**src/rtl/lsu_pkg.sv**
```systemverilog
// Shared types and constants for the load/store memory port: RV32I width
// codes, the access FSM states and the base byte-lane strobes.
package lsu_pkg;

  typedef enum logic [2:0] {
    F3_B  = 3'd0,
    F3_H  = 3'd1,
    F3_W  = 3'd2,
    F3_BU = 3'd4,
    F3_HU = 3'd5
  } funct3_e;

  typedef enum logic [1:0] {
    ST_IDLE,
    ST_ACC0,
    ST_ACC1,
    ST_RESP
  } state_e;

  localparam logic [3:0] STRB_B = 4'b0001;
  localparam logic [3:0] STRB_H = 4'b0011;
  localparam logic [3:0] STRB_W = 4'b1111;

  // Unsigned width codes exist only for loads; stores accept SB/SH/SW.
  function automatic logic f3_legal(input logic we, input logic [2:0] f3);
    case (f3)
      F3_B, F3_H, F3_W: return 1'b1;
      F3_BU, F3_HU:     return !we;
      default:          return 1'b0;
    endcase
  endfunction

endpackage

```
**src/rtl/lsu_mem_port_if.sv**
```systemverilog
// Core request/response handshake plus the word-wide data-memory port.
interface lsu_mem_port_if #(
  parameter int Depth = 128
);
  localparam int AW = $clog2(Depth);

  logic          req_valid;
  logic          req_ready;
  logic          req_we;
  logic [2:0]    req_funct3;
  logic [31:0]   req_addr;
  logic [31:0]   req_wdata;
  logic          rsp_valid;
  logic [31:0]   rsp_rdata;
  logic          rsp_err;
  logic          mem_we0;
  logic [AW-1:0] mem_wr_addr0;
  logic [AW-1:0] mem_rd_addr0;
  logic [3:0]    mem_wr_strb;
  logic [3:0]    mem_rd_strb;
  logic [31:0]   mem_wr_din0;
  logic [31:0]   mem_rd_dout0;

  modport slave (
    input  req_valid, req_we, req_funct3, req_addr, req_wdata, mem_rd_dout0,
    output req_ready, rsp_valid, rsp_rdata, rsp_err,
    output mem_we0, mem_wr_addr0, mem_rd_addr0, mem_wr_strb, mem_rd_strb, mem_wr_din0
  );

  modport master (
    output req_valid, req_we, req_funct3, req_addr, req_wdata, mem_rd_dout0,
    input  req_ready, rsp_valid, rsp_rdata, rsp_err,
    input  mem_we0, mem_wr_addr0, mem_rd_addr0, mem_wr_strb, mem_rd_strb, mem_wr_din0
  );

endinterface

```
**src/rtl/lsu_mem_port_align.sv**
```systemverilog
// Combinational lane logic: strobes, write-data placement, read merge and
// sign/zero extension for one (possibly word-crossing) access.
module lsu_align
  import lsu_pkg::*;
(
  input  logic [2:0]  funct3,
  input  logic [1:0]  off,
  input  logic        hi_phase,
  input  logic [31:0] wdata,
  input  logic [31:0] rd_lo,
  input  logic [31:0] rd_hi,
  output logic [3:0]  strb,
  output logic [31:0] wr_data,
  output logic        crossing,
  output logic [31:0] rdata
);

  logic [3:0]  base;
  logic [7:0]  strb_wide;
  logic [63:0] wr_wide;
  logic [31:0] raw;

  always_comb begin
    case (funct3[1:0])
      2'd0:    base = STRB_B;
      2'd1:    base = STRB_H;
      default: base = STRB_W;
    endcase

    // Upper nibble / upper word hold the part that spills into the next word.
    strb_wide = {4'b0000, base} << off;
    crossing  = |strb_wide[7:4];
    strb      = hi_phase ? strb_wide[7:4] : strb_wide[3:0];

    wr_wide = {32'h0, wdata} << {off, 3'b000};
    wr_data = hi_phase ? wr_wide[63:32] : wr_wide[31:0];

    raw = 32'({rd_hi, rd_lo} >> {off, 3'b000});

    case (funct3)
      F3_B:    rdata = {{24{raw[7]}}, raw[7:0]};
      F3_H:    rdata = {{16{raw[15]}}, raw[15:0]};
      F3_BU:   rdata = {24'h0, raw[7:0]};
      F3_HU:   rdata = {16'h0, raw[15:0]};
      default: rdata = raw;
    endcase
  end

endmodule

```
**src/rtl/lsu_mem_port.sv**
```systemverilog
// Load/store unit memory port: one request at a time, misaligned accesses
// split into two word accesses, single-cycle response pulse.
module lsu_mem_port
  import lsu_pkg::*;
#(
  parameter int Depth = 128,
  parameter int Width = 32
) (
  input  logic          clk,
  input  logic          reset,
  lsu_mem_port_if.slave bus
);

  localparam int AW = $clog2(Depth);

  state_e           state_reg, state_next;
  logic             we_reg, we_next;
  logic [2:0]       f3_reg, f3_next;
  logic [1:0]       off_reg, off_next;
  logic [AW-1:0]    word_reg, word_next;
  logic [Width-1:0] wdata_reg, wdata_next;
  logic [Width-1:0] rd_lo_reg, rd_lo_next;
  logic [Width-1:0] rd_hi_reg, rd_hi_next;
  logic             err_reg, err_next;

  logic             in_acc;
  logic             hi_phase;
  logic [AW-1:0]    word_inc;
  logic [AW-1:0]    word_acc;
  logic [3:0]       align_strb;
  logic [31:0]      align_wr;
  logic [31:0]      align_rdata;
  logic             crossing;
  logic             unused_addr_bits;

  assign unused_addr_bits = ^bus.req_addr[31:AW+2];

  lsu_align u_align (
    .funct3   (f3_reg),
    .off      (off_reg),
    .hi_phase (hi_phase),
    .wdata    (wdata_reg),
    .rd_lo    (rd_lo_reg),
    .rd_hi    (rd_hi_reg),
    .strb     (align_strb),
    .wr_data  (align_wr),
    .crossing (crossing),
    .rdata    (align_rdata)
  );

  always_ff @(posedge clk) begin
    if (reset) begin
      state_reg <= ST_IDLE;
      we_reg    <= 1'b0;
      f3_reg    <= 3'd0;
      off_reg   <= 2'd0;
      word_reg  <= '0;
      wdata_reg <= '0;
      rd_lo_reg <= '0;
      rd_hi_reg <= '0;
      err_reg   <= 1'b0;
    end else begin
      state_reg <= state_next;
      we_reg    <= we_next;
      f3_reg    <= f3_next;
      off_reg   <= off_next;
      word_reg  <= word_next;
      wdata_reg <= wdata_next;
      rd_lo_reg <= rd_lo_next;
      rd_hi_reg <= rd_hi_next;
      err_reg   <= err_next;
    end
  end

  always_comb begin
    state_next = state_reg;
    we_next    = we_reg;
    f3_next    = f3_reg;
    off_next   = off_reg;
    word_next  = word_reg;
    wdata_next = wdata_reg;
    rd_lo_next = rd_lo_reg;
    rd_hi_next = rd_hi_reg;
    err_next   = err_reg;
    case (state_reg)
      ST_IDLE: begin
        if (bus.req_valid) begin
          we_next    = bus.req_we;
          f3_next    = bus.req_funct3;
          off_next   = bus.req_addr[1:0];
          word_next  = bus.req_addr[AW+1:2];
          wdata_next = bus.req_wdata;
          // Cleared so an aligned access merges with zero in the upper half.
          rd_lo_next = '0;
          rd_hi_next = '0;
          err_next   = !f3_legal(bus.req_we, bus.req_funct3);
          state_next = f3_legal(bus.req_we, bus.req_funct3) ? ST_ACC0 : ST_RESP;
        end
      end
      ST_ACC0: begin
        rd_lo_next = bus.mem_rd_dout0;
        state_next = crossing ? ST_ACC1 : ST_RESP;
      end
      ST_ACC1: begin
        rd_hi_next = bus.mem_rd_dout0;
        state_next = ST_RESP;
      end
      default: state_next = ST_IDLE;
    endcase
  end

  assign in_acc   = (state_reg == ST_ACC0) || (state_reg == ST_ACC1);
  assign hi_phase = (state_reg == ST_ACC1);
  assign word_inc = (word_reg == AW'(Depth - 1)) ? '0 : word_reg + 1'b1;
  assign word_acc = hi_phase ? word_inc : word_reg;

  assign bus.req_ready    = (state_reg == ST_IDLE);
  assign bus.rsp_valid    = (state_reg == ST_RESP);
  assign bus.rsp_err      = (state_reg == ST_RESP) && err_reg;
  assign bus.rsp_rdata    = ((state_reg == ST_RESP) && !we_reg && !err_reg) ? align_rdata : '0;
  assign bus.mem_we0      = in_acc && we_reg;
  assign bus.mem_wr_addr0 = in_acc ? word_acc : '0;
  assign bus.mem_rd_addr0 = in_acc ? word_acc : '0;
  assign bus.mem_wr_strb  = in_acc ? align_strb : 4'b0000;
  assign bus.mem_rd_strb  = in_acc ? align_strb : 4'b0000;
  assign bus.mem_wr_din0  = in_acc ? align_wr : '0;

endmodule

```
**src/flat_wrapper.sv**
```systemverilog
// flat-port wrapper written by rule: the top's interface ports become plain ports
module lsu_mem_port_flat import lsu_pkg::*;
#(
  parameter int Depth = 128,
  parameter int Width = 32
)
  (clk, reset, bus_req_valid, bus_req_we, bus_req_funct3, bus_req_addr, bus_req_wdata, bus_mem_rd_dout0, bus_req_ready, bus_rsp_valid, bus_rsp_rdata, bus_rsp_err, bus_mem_we0, bus_mem_wr_addr0, bus_mem_rd_addr0, bus_mem_wr_strb, bus_mem_rd_strb, bus_mem_wr_din0);
  lsu_mem_port_if #(.Depth(Depth)) bus_i ();
  input  logic clk;
  input  logic reset;
  input wire logic [$bits(bus_i.req_valid)-1:0] bus_req_valid;
  input wire logic [$bits(bus_i.req_we)-1:0] bus_req_we;
  input wire logic [$bits(bus_i.req_funct3)-1:0] bus_req_funct3;
  input wire logic [$bits(bus_i.req_addr)-1:0] bus_req_addr;
  input wire logic [$bits(bus_i.req_wdata)-1:0] bus_req_wdata;
  input wire logic [$bits(bus_i.mem_rd_dout0)-1:0] bus_mem_rd_dout0;
  output wire logic [$bits(bus_i.req_ready)-1:0] bus_req_ready;
  output wire logic [$bits(bus_i.rsp_valid)-1:0] bus_rsp_valid;
  output wire logic [$bits(bus_i.rsp_rdata)-1:0] bus_rsp_rdata;
  output wire logic [$bits(bus_i.rsp_err)-1:0] bus_rsp_err;
  output wire logic [$bits(bus_i.mem_we0)-1:0] bus_mem_we0;
  output wire logic [$bits(bus_i.mem_wr_addr0)-1:0] bus_mem_wr_addr0;
  output wire logic [$bits(bus_i.mem_rd_addr0)-1:0] bus_mem_rd_addr0;
  output wire logic [$bits(bus_i.mem_wr_strb)-1:0] bus_mem_wr_strb;
  output wire logic [$bits(bus_i.mem_rd_strb)-1:0] bus_mem_rd_strb;
  output wire logic [$bits(bus_i.mem_wr_din0)-1:0] bus_mem_wr_din0;
  assign bus_i.req_valid = bus_req_valid;
  assign bus_i.req_we = bus_req_we;
  assign bus_i.req_funct3 = bus_req_funct3;
  assign bus_i.req_addr = bus_req_addr;
  assign bus_i.req_wdata = bus_req_wdata;
  assign bus_i.mem_rd_dout0 = bus_mem_rd_dout0;
  assign bus_req_ready = bus_i.req_ready;
  assign bus_rsp_valid = bus_i.rsp_valid;
  assign bus_rsp_rdata = bus_i.rsp_rdata;
  assign bus_rsp_err = bus_i.rsp_err;
  assign bus_mem_we0 = bus_i.mem_we0;
  assign bus_mem_wr_addr0 = bus_i.mem_wr_addr0;
  assign bus_mem_rd_addr0 = bus_i.mem_rd_addr0;
  assign bus_mem_wr_strb = bus_i.mem_wr_strb;
  assign bus_mem_rd_strb = bus_i.mem_rd_strb;
  assign bus_mem_wr_din0 = bus_i.mem_wr_din0;
  lsu_mem_port #(.Depth(Depth), .Width(Width)) u_core (.clk(clk), .reset(reset), .bus(bus_i));
endmodule
```
**config.mk**
```make
export PLATFORM = sky130hd
export DESIGN_NAME = lsu_mem_port_flat
export DESIGN_NICKNAME = d
export VERILOG_FILES = /design/src/rtl/lsu_pkg.sv /design/src/rtl/lsu_mem_port_if.sv /design/src/rtl/lsu_mem_port_align.sv /design/src/rtl/lsu_mem_port.sv /design/src/flat_wrapper.sv
export SDC_FILE = /design/constraint.sdc
export NUM_CORES = 1
export LEC_CHECK = 0
export CELL_PAD_IN_SITES_DETAIL_PLACEMENT = 0
export CELL_PAD_IN_SITES_GLOBAL_PLACEMENT = 2
export CORE_UTILIZATION = 39
export DETAILED_ROUTE_END_ITERATION = 8
export DONT_BUFFER_PORTS = 1
export PLACE_DENSITY_LB_ADDON = 0.1
export SLEW_MARGIN = 20
export SYNTH_ARGS = -nofsm -noshare
export SYNTH_HDL_FRONTEND = slang
export SYNTH_SLANG_ARGS = --single-unit
```
**constraint.sdc**
```tcl
create_clock -name clk -period 4.1 [get_ports clk]
set_input_delay 0.205 -clock clk [delete_from_list [all_inputs] [get_ports clk]]
set_output_delay 0.205 -clock clk [all_outputs]
set_load 0.02 [all_outputs]
```
==> results of run 1 <==
==> Yosys cell counts (4+ instances only) <==
master / number
and2b_1: 5
nand2b_1: 4
mux2_2: 6
nand3_1: 5
a32o_1: 6
buf_6: 5
nor2b_1: 5
and3_1: 7
ha_1: 5
and2_1: 21
nand2_1: 112
nor2_1: 67
buf_4: 14
a22oi_1: 57
a21boi_0: 5
o22ai_1: 16
dfxtp_1: 104
or2_2: 4
mux2i_1: 25
o21ai_2: 10
or3_1: 5
buf_2: 14
o21ai_0: 28
clkbuf_1: 45
nor3b_1: 8
mux4_2: 28
a21oi_1: 76
inv_1: 19
==> layout by cell type (no fill, tap or decap), types with 9 or more instances in the layout <==
cell type / Yosys / routed
inv_1: 19 / 19
dfxtp_1: 104 / 102
o21ai_0: 28 / 28
buf_4: 14 / 13
clkbuf_16: 0 / 9
mux4_2: 28 / 28
and2_1: 21 / 20
a21oi_1: 76 / 74
dlygate4sd3_1: 0 / 59
o21ai_2: 10 / 10
o22ai_1: 16 / 16
nor2_1: 67 / 67
nand2_1: 112 / 112
a22oi_1: 57 / 57
mux2i_1: 25 / 25
==> kinds of logic after synthesis <==
group | Yosys count | synth area share [%]
AOI/OAI and AO/OA | 207 | 21.5
and+or+nand+nor | 255 | 19.4
xor gates and xnor gates | 4 | 0.574
muxes | 59 | 15.5
DFF | 104 | 34.1
adders and majority gates | 5 | 1.02
buffers and inverters | 100 | 7.91
==> stage by stage <==
step | std cells | hold WS, ps | utilization [%] | cell area [um2]
after global placement | 877 | 281 | 39.8 | 6070
after floorplan | 734 | 341 | - | 6110
after global routing | 953 | 6.21 | 45.8 | 6990
after detailed placement | 877 | 283 | 39.8 | 6070
final | 953 | 7.48 | 45.8 | 6990
after CTS | 953 | 0.897 | 45.8 | 6990
==> worst paths after layout <==
kind                                            to  slack (ps)  depth (start not counted)
setup / recovery                 bus_rsp_rdata[20]         540                          5
hold / removal    u_core.rd_hi_reg[0]$_SDFFE_PP0P_           7                          2
setup reg to reg  u_core.rd_hi_reg[4]$_SDFFE_PP0P_        1730                          5
hold reg to reg        u_core.err_reg$_SDFFE_PP0P_         470                          2
==> layer usage <==
metal  up-vias  wire (um)  share of wire, %  GRT usage [%]
li1       2595          -                 -              -
met2       170       9000                49           38.8
met5         -          0                 0              0
met4         0        203               1.1           6.02
met1      2646       7740                43           27.6
met3        12       1270               6.9           6.28
==> what timing repair did <==
item | in CTS | in global routing
buffers inserted | 0 | 0
endpoints found under the hold margin | 104 | 0
hold buffers | 60 | 0
==> power groups by stage <==
| stage | clock, mW | combinational (mW) | sequential, mW |
|---|---|---|---|
| 6_report | 0.894 | 1.60 | 1.40 |
| 5_1_grt | 0.963 | 1.75 | 1.44 |
| 4_1_cts | 0.927 | 1.62 | 1.40 |
| 3_5_place_dp | 0 | 1.55 | 1.43 |
| 3_3_place_gp | 0 | 1.53 | 1.42 |
| 2_1_floorplan | 0 | 1.32 | 1.31 |
==> layout make-up <==
type | count | area (um2)
clock buffers | 10 | 239
multi-input cells | 530 | 3550
flip-flops and latches | 104 | 2090
well taps | 211 | 264
clock inverters | 6 | 65.1
fillers | 1566 | 8270
inverters | 19 | 71.3
repair buffers | 73 | 716
==> run_results.csv, run 1 <==
group,metric,value,unit
floorplan,initial_core_util,40.0,%
floorplan,rows,45,
drt,vias,5423,
critical_path,crit_family,"compound AO/OA/AOI/OAI gates",
grt,grt_usage,22.5,%
synth,yosysUniqueCellTypes,49,
drt,antenna_left,0,
sta,slew_viol_final,0,
synth,syn_inst,734,
clocking,numCtsBuffers,9,
critical_path,cp-startpoint,"u_core.state_reg[0]$_SDFFE_PP0P_",
sta,slew_headroom,32.5,%
floorplan,core,15300,um2
sta,setup-violations-final,0,
clocking,cts_tree,"yes",
synth,avgSynthCellArea,8.32,um2
clocking,clk_path_buf_depth,2,
critical_path,cpPeakStageDelay,730,ps
clocking,clock_sinks,104,
power_and_ir_drop,p_seq_share,36.0,%
drt,vias_per_cell,5.69,
clocking,cts_htree_levels,3,
placement,pre_cts_ws,923,ps
critical_path,cp-start-kind,"register",
placement,dpl.hpwl,11.9,mm
sta,hold_viol,0,
job,drv_cap,0,
drt,wl_per_cell,19.1,um
synth,synth_top_area_share,34.1,%
grt,antenna_found_initial,0,
clocking,clock_latency,350,ps
synth,synth_nets,842,
sta,fin_ws,539,ps
power_and_ir_drop,irDropWorstVdd,0.271,mV
drt,drcViolationCount,0,
power_and_ir_drop,p_switching,1.65,mW
synth,yosys_warnings,0,
critical_path,path_class,"reg2out",
sta,fmax,281,MHz
synth,yosys_register_bits,104,
cells_and_area,drive_gt1_share,11.5,%
sta,fin_crit_sh,86.8,%
drt,wl,18.2,mm
power_and_ir_drop,switching_share,42.3,%
power_and_ir_drop,leakagePower,2.37,nW
cells_and_area,nets,845,
cells_and_area,antenna_cells,0,
floorplan,ios,193,
synth,ys_seq_area_share,34.1,%
worst_hold_path,hold_class,"in2reg",
floorplan,die_h,127,um
sta,finClkSkew,6.92,ps
placement,portBuffers,0,
cells_and_area,area_delta_synth_final,14.5,%
sta,tightest_slew,1010,ps
sta,tns,0,ps
clocking,root_buffer,"clkbuf_16",
critical_path,crit_required,3890,ps
critical_path,worstPathArrival,3360,ps
synth,synthFlopType,"dfxtp_1",
synth,ys_async_sr_fraction,0,%
grt,gr-total-overflow,0,
grt,grt_max_degree,105,
critical_path,timing.rr.start,"u_core.state_reg[0]$_SDFFE_PP0P_",
power_and_ir_drop,powerDensity,558,nW/um2
floorplan,die-area,16200,um2
worst_hold_path,worstHoldStart,"bus_mem_rd_dout0[0]",
grt,grt_pass1_wl,28.2,mm
clocking,post_cts_resized,0,
power_and_ir_drop,p_clk_share,22.9,%
grt,first_global_vias,5171,
critical_path,path_cells,"ha_1 -> or3b_1 -> nor4b_4 -> o2111ai_2 -> o21ai_0",
sta,layout_min_cycle_time,3560,ps
power_and_ir_drop,p_total,3.90,mW
synth,synth_edf_count,0,
floorplan,dieWidth,127,um
critical_path,slowest_stage,"or3b_1",
synth,synth_area_leader_cell,"dfxtp_1",
sta,grt_setup_unrepaired,"no",
clocking,cts.clk_slew.worst_paths,70,ps
critical_path,crit_path_end_kind,"output port",
synth,synth_area_leaders,"dfxtp_1 (34%), mux4_2 (10%), a22oi_1 (7.0%)",
power_and_ir_drop,combPwrFrac,41.1,%
placement,place.gp.congestion,0.754,
drt,drt-pass1-iter-count,5,
drt,detailedRoute.firstIterationViolations,320,
critical_path,cp_max_fo,18,
critical_path,worst-path-buf-inv,0,
outcome,status,"finished clean",
synth,synth_area,6110,um2
power_and_ir_drop,p_int,2.25,mW
Note: power is estimated with default switching activity, not from simulation.
==> run 2, diff against run 1 <==
--- a/config.mk
+++ b/config.mk
@@ -5,9 +5,10 @@
 export SDC_FILE = /design/constraint.sdc
 export NUM_CORES = 1
 export LEC_CHECK = 0
+export ABC_AREA = 1
 export CELL_PAD_IN_SITES_DETAIL_PLACEMENT = 0
 export CELL_PAD_IN_SITES_GLOBAL_PLACEMENT = 2
-export CORE_UTILIZATION = 39
+export CORE_UTILIZATION = 36
 export DETAILED_ROUTE_END_ITERATION = 8
 export DONT_BUFFER_PORTS = 1
 export PLACE_DENSITY_LB_ADDON = 0.1
==> constraint.sdc (replaced) <==
create_clock -name clk -period 4.1 [get_ports clk]
set_input_delay 0.41 -clock clk [delete_from_list [all_inputs] [get_ports clk]]
set_output_delay 0.41 -clock clk [all_outputs]
set_load 0.02 [all_outputs]
==> run 2 against run 1 <==
  * Sequential power grew 4%
  * Die area grew 16%
  * Worst hold slack gained 110 ps
  * Clock power shrank 2%
  * Critical path depth is the same
  * Register-to-register slack lost 190 ps
  * Total power grew 20%
  * Synthesized cell count grew 42%
  * Combinational power grew 46%
  * Setup slack gained 270 ps
  * Synthesized area grew 7.6%
==> run_results.csv, run 2 <==
group,metric,value,unit
outcome,status,"finished clean",
power_and_ir_drop,leakagePower,2.71,nW
clocking,cts_tree,"yes",
drt,antenna_left,0,
power_and_ir_drop,powerDensity,689,nW/um2
sta,slew_viol_final,0,
clocking,clock_sinks,104,
drt,detailedRoute.firstIterationViolations,544,
worst_hold_path,hold_class,"in2reg",
placement,dpl_cell_area,6510,um2
drt,wl_met3,1.62,mm
power_and_ir_drop,switching_share,52.1,%
drt,vias,6456,
floorplan,die_h,137,um
synth,synth_area_leaders,"dfxtp_1 (32%), nand2_1 (10%), o21ai_0 (10%)",
drt,dr.max_layer_used,"met4",
critical_path,crit_path_end_kind,"output port",
critical_path,slowest_stage,"ha_1",
sta,grt_setup_unrepaired,"no",
synth,synth_area_leader_cell,"dfxtp_1",
cells_and_area,finalInstanceArea,6800,um2
power_and_ir_drop,p_seq_share,31.2,%
sta,fmax,304,MHz
critical_path,crit_required,3690,ps
power_and_ir_drop,p_int,2.24,mW
power_and_ir_drop,combPwrFrac,50.0,%
synth,synth.most_common_cell,"nand2_1",
placement,dpl.hpwl,16.0,mm
synth,synth_top_area_share,31.7,%
clocking,post_cts_resized,0,
clocking,clk_path_buf_depth,2,
power_and_ir_drop,p_clk_share,18.8,%
synth,avgSynthCellArea,6.32,um2
synth,ys_async_sr_fraction,0,%
grt,first_global_vias,5906,
cells_and_area,antenna_cells,0,
synth,yosys_warnings,0,
drt,met1Wirelength,12.2,mm
floorplan,initial_core_util,36.7,%
synth,synth_nets,1148,
sta,finClkSkew,9.98,ps
drt,drt-pass1-iter-count,5,
floorplan,core,17900,um2
floorplan,ios,193,
critical_path,worstPathArrival,2880,ps
sta,setup-violations-final,0,
grt,gr-total-overflow,0,
sta,tightest_slew,944,ps
job,drv_cap,0,
synth,synth_edf_count,0,
clocking,root_buffer,"clkbuf_16",
cells_and_area,drive_gt1_share,7.27,%
clocking,cts_htree_levels,3,
floorplan,rows,49,
drt,wl,23.3,mm
sta,slew_headroom,37.3,%
cells_and_area,final_cell_mix,"nand2_1 (181), inv_1 (144), o21ai_0 (135)",
clocking,ctsHoldBuffers,0,
floorplan,die-area,18800,um2
grt,antenna_found_initial,0,
sta,layout_min_cycle_time,3290,ps
sta,fin_crit_sh,80.1,%
synth,synth_area,6570,um2
placement,portBuffers,0,
grt,grt_max_degree,80,
sta,fin_ws,814,ps
clocking,post-cts-setup-buffers,0,
synth,synthFlopType,"dfxtp_1",
power_and_ir_drop,p_switching,2.44,mW
grt,grt_pass1_wl,35.5,mm
cells_and_area,nets,1094,
clocking,numCtsBuffers,9,
cells_and_area,final_util,38.0,%
drt,drcViolationCount,0,
synth,ys_seq_area_share,31.7,%
drt,wl_met2,9.29,mm
clocking,cts.clk_slew.worst_paths,80,ps
sta,tns,0,ps
critical_path,cpPeakStageDelay,700,ps
cells_and_area,final_common_cell,"nand2_1",
synth,yosys_register_bits,104,
synth,syn_inst,1040,
critical_path,cp-start-kind,"register",
critical_path,path_cells,"inv_1 -> ha_1 -> nand2_1 -> o32ai_1 -> buf_4",
placement,pre_cts_ws,1180,ps
clocking,clock_latency,360,ps
drt,wl_per_cell,19.1,um
power_and_ir_drop,p_total,4.68,mW
floorplan,dieWidth,137,um
cells_and_area,area_delta_synth_final,3.50,%
placement,place.gp.congestion,0.819,
critical_path,path_class,"reg2out",
critical_path,cp_max_fo,19,
cells_and_area,fillerInstances,2107,
synth,yosysUniqueCellTypes,33,
drt,vias_per_cell,5.29,
synth,synthTopCellsByCount,"nand2_1 (181), inv_1 (144), o21ai_0 (135)",
sta,hold_viol,0,
power_and_ir_drop,irDropWorstVdd,0.416,mV
grt,grt_usage,25.2,%
## run 2: changes by cell type after synthesis, sizes merged, moves of 19 or more
cell,change
nand2,+78
o21ai,+100
nor2,+40
o211ai,+25
inv,+133
mux4,-28
a22oi,-57
o22ai,+24
and2,-21
mux2i,-25
buf,+19
nand3,+80
## run 2: path summary, 6_finish.rpt
check / from / endpoint / slack [ps] / cells after the start
worst max-delay path: u_core.state_reg[0]$_SDFFE_PP0P_ / bus_mem_wr_din0[15] / 810 / 5
worst min-delay path: reset / u_core.rd_lo_reg[31]$_SDFFE_PP0P_ / 110 / 1
worst max register to register: u_core.state_reg[0]$_SDFFE_PP0P_ / u_core.err_reg$_SDFFE_PP0P_ / 1540 / 6
worst min register to register: u_core.rd_lo_reg[0]$_SDFFE_PP0P_ / u_core.rd_lo_reg[0]$_SDFFE_PP0P_ / 490 / 2
## run 2: kinds of logic after synthesis
logic type | Yosys count | synth area share (%)
and+or+nand+nor | 401 | 26.8
adders and majority gates | 5 | 0.952
DFF | 104 | 31.7
AOI/OAI and AO/OA | 292 | 24.2
buffers and inverters | 236 | 16.1
xor gates and xnor gates | 2 | 0.267
## run 2: cell type report
class                   count  area, um2  area share [%]
well taps                 229        287            4.21
repair buffers             17        128            1.88
inverters                 154        581            8.54
clock inverters             7       63.8           0.938
flip-flops and latches    104       2090            30.7
clock buffers               9        225            3.31
multi-input cells         700       3430            50.5
## run 2: worst max-delay path: cells and delay by family, from the launching register on
| kind | cells | cell delay (ps) |
|---|---|---|
| and+or+nand+nor | 1 | 630 |
| buffers and inverters | 2 | 310 |
| DFF | 1 | 340 |
| adders and majority gates | 1 | 700 |
| AOI/OAI and AO/OA | 1 | 540 |
## run 2: power groups by stage
stage,combinational (mW),clock (mW),sequential (mW)
floorplan,1.96,0,1.34
global placement,2.34,0,1.48
detailed placement,2.34,0,1.48
CTS,2.35,0.904,1.46
global route,2.60,0.940,1.50
finish,2.34,0.880,1.46
## run 2: stage by stage
| stage | cells | hold WS [ps] |
|---|---|---|
| after floorplan | 1040 | 449 |
| after global placement | 1204 | 470 |
| after detailed placement | 1204 | 477 |
| after CTS | 1220 | 95.1 |
| after global routing | 1220 | 94.4 |
| final | 1220 | 113 |
## run 2: metal layers
metal	GRT usage [%]	vias up
met5	0	-
met4	6.04	0
met3	3.93	10
met2	34.0	211
met1	40.1	2957
li1	-	3278
==> run 3, diff against run 2 <==
--- a/config.mk
+++ b/config.mk
@@ -8,7 +8,7 @@
 export ABC_AREA = 1
 export CELL_PAD_IN_SITES_DETAIL_PLACEMENT = 0
 export CELL_PAD_IN_SITES_GLOBAL_PLACEMENT = 2
-export CORE_UTILIZATION = 36
+export CORE_UTILIZATION = 30
 export DETAILED_ROUTE_END_ITERATION = 8
 export DONT_BUFFER_PORTS = 1
 export PLACE_DENSITY_LB_ADDON = 0.1
==> constraint.sdc (replaced) <==
create_clock -name clk -period 2.8 [get_ports clk]
set_input_delay 0.28 -clock clk [delete_from_list [all_inputs] [get_ports clk]]
set_output_delay 0.28 -clock clk [all_outputs]
set_load 0.02 [all_outputs]
==> run 3 against run 2 <==
  * First-iteration DRC count shrank 37%
  * Clock skew shrank 3.3 ps
  * Non-clock buffer count grew 55
  * Largest cell class unchanged
  * Clock power grew 53%
  * Design area grew 8.0%
  * Sequential cell count is the same
  * Cell count grew 8.3%
  * Combinational power grew 66%
  * Sequential power grew 42%
  * Wire length grew 6.4%
  * Count of clock-buffer cells in the layout is the same
==> run_results.csv, run 3 (synthesized netlist as in run 2, its figures left out) <==
group,metric,value,unit
drt,vias,6679,
power_and_ir_drop,p_switching,3.68,mW
grt,grt_max_degree,59,
placement,portBuffers,0,
drt,drcViolationCount,0,
power_and_ir_drop,irDropWorstVdd,0.366,mV
floorplan,die-area,22500,um2
outcome,status,"finished clean",
power_and_ir_drop,combPwrFrac,53.0,%
drt,detailedRoute.firstIterationViolations,344,
sta,grt_setup_unrepaired,"no",
grt,antenna_found_initial,0,
floorplan,core,21200,um2
cells_and_area,fillerInstances,2467,
floorplan,initial_core_util,31.0,%
floorplan,dieWidth,150,um
clocking,cts.clk_slew.worst_paths,80,ps
power_and_ir_drop,p_clk_share,18.5,%
power_and_ir_drop,p_int,3.64,mW
power_and_ir_drop,leakagePower,3.02,nW
cells_and_area,stdcell_count,1321,
sta,tns,0,ps
sta,tightest_slew,872,ps
sta,layout_min_cycle_time,2620,ps
sta,finClkSkew,6.64,ps
clocking,cts_tree,"yes",
cells_and_area,antenna_cells,0,
power_and_ir_drop,powerDensity,996,nW/um2
worst_hold_path,hold_class,"in2reg",
job,drv_cap,0,
placement,dpl_cell_area,6990,um2
critical_path,worstPathArrival,2340,ps
critical_path,crit_top_cell,"nand3_4",
clocking,clk_path_buf_depth,2,
drt,wl,24.7,mm
floorplan,die_h,150,um
clocking,clock_latency,360,ps
drt,drt-pass1-iter-count,4,
clocking,clock_sinks,104,
floorplan,ios,193,
grt,grt_pass1_wl,37.9,mm
clocking,numCtsBuffers,9,
critical_path,path_cells,"inv_4 -> nand2_1 -> nand3_1 -> nand3_4 -> nand3_4 -> nand2_4 -> nor2_2 -> buf_4",
sta,fin_ws,177,ps
cells_and_area,final_cell_mix,"nand2_1 (180), inv_1 (144), o21ai_0 (135)",
critical_path,cp-start-kind,"register",
grt,grt_usage,22.5,%
cells_and_area,nets,1149,
clocking,post-cts-setup-buffers,0,
cells_and_area,drive_gt1_share,12.8,%
grt,gr-total-overflow,0,
clocking,cts_htree_levels,3,
sta,slew_headroom,41.8,%
cells_and_area,final_util,34.6,%
cells_and_area,area_delta_synth_final,11.8,%
cells_and_area,finalInstanceArea,7340,um2
sta,hold_viol,0,
sta,fin_crit_sh,93.7,%
critical_path,crit_path_end_kind,"output port",
drt,vias_per_cell,5.06,
critical_path,path_class,"reg2out",
sta,setup-violations-final,0,
critical_path,crit_required,2520,ps
placement,place.gp.congestion,0.797,
floorplan,rows,53,
sta,slew_viol_final,0,
placement,pre_cts_ws,357,ps
sta,fmax,381,MHz
placement,dpl.hpwl,17.8,mm
sta,holdWs,71.7,ps
drt,antenna_left,0,
power_and_ir_drop,p_total,7.32,mW
placement,place_inst,1304,
grt,first_global_vias,6341,
critical_path,cp_max_fo,45,
cells_and_area,final_common_cell,"nand2_1",
clocking,root_buffer,"clkbuf_16",
critical_path,slowest_stage,"dfxtp_4",
drt,wl_per_cell,18.7,um
critical_path,cpPeakStageDelay,650,ps
power_and_ir_drop,p_seq_share,28.4,%
power_and_ir_drop,switching_share,50.3,%
## run 3: final timing paths
kind | start | endpoint | slack, ps | depth (start not counted)
setup reg to reg | u_core.state_reg[0]$_SDFFE_PP0P_ | u_core.wdata_reg[10]$_SDFFE_PP0P_ | 770 | 8
hold reg to reg | u_core.rd_lo_reg[1]$_SDFFE_PP0P_ | u_core.rd_lo_reg[1]$_SDFFE_PP0P_ | 490 | 2
setup / recovery | u_core.off_reg[0]$_SDFFE_PP0P_ | bus_rsp_rdata[21] | 180 | 8
hold / removal | bus_mem_rd_dout0[26] | u_core.rd_lo_reg[26]$_SDFFE_PP0P_ | 70 | 2
## run 3: power groups by stage
| stage | Clock (mW) | Sequential (mW) | Combinational [mW] |
|---|---|---|---|
| 3_5_place_dp | 0 | 2.11 | 3.83 |
| 5_1_grt | 1.46 | 2.13 | 4.29 |
| 3_3_place_gp | 0 | 2.11 | 3.84 |
| 2_1_floorplan | 0 | 1.97 | 2.88 |
| 4_1_cts | 1.40 | 2.08 | 3.86 |
| 6_report | 1.35 | 2.08 | 3.88 |
## run 3: what timing repair did
item | in CTS | in global routing
resized for setup | 1 | 7
endpoints found under the setup margin | 1 | 29
hold endpoints to repair | 58 | 0
hold buffers | 1 | 0
gates cloned | 0 | 0
## run 3: routing by layer
layer	share of wire [%]	GRT usage (%)
met1	52	33.8
met4	0.78	3.59
met2	42	32.6
met5	0	0
met3	5.7	4.97
## run 3: critical path: cells and delay by family (launching register included)
family | cells | cell delay, ps
buffers and inverters | 2 | 370
DFF | 1 | 650
and+or+nand+nor | 6 | 940
## run 3: layout make-up
| cell class | instances | area (um2) | share of cell area [%] |
|---|---|---|---|
| Multi-Input combinational cell | 700 | 3460 | 47.1 |
| Sequential cell | 104 | 2090 | 28.4 |
| Inverter | 154 | 582 | 7.92 |
| Timing Repair Buffer | 72 | 573 | 7.80 |
| Tap cell | 275 | 344 | 4.68 |
| Clock buffer | 9 | 225 | 3.07 |
| Clock inverter | 7 | 77.6 | 1.06 |
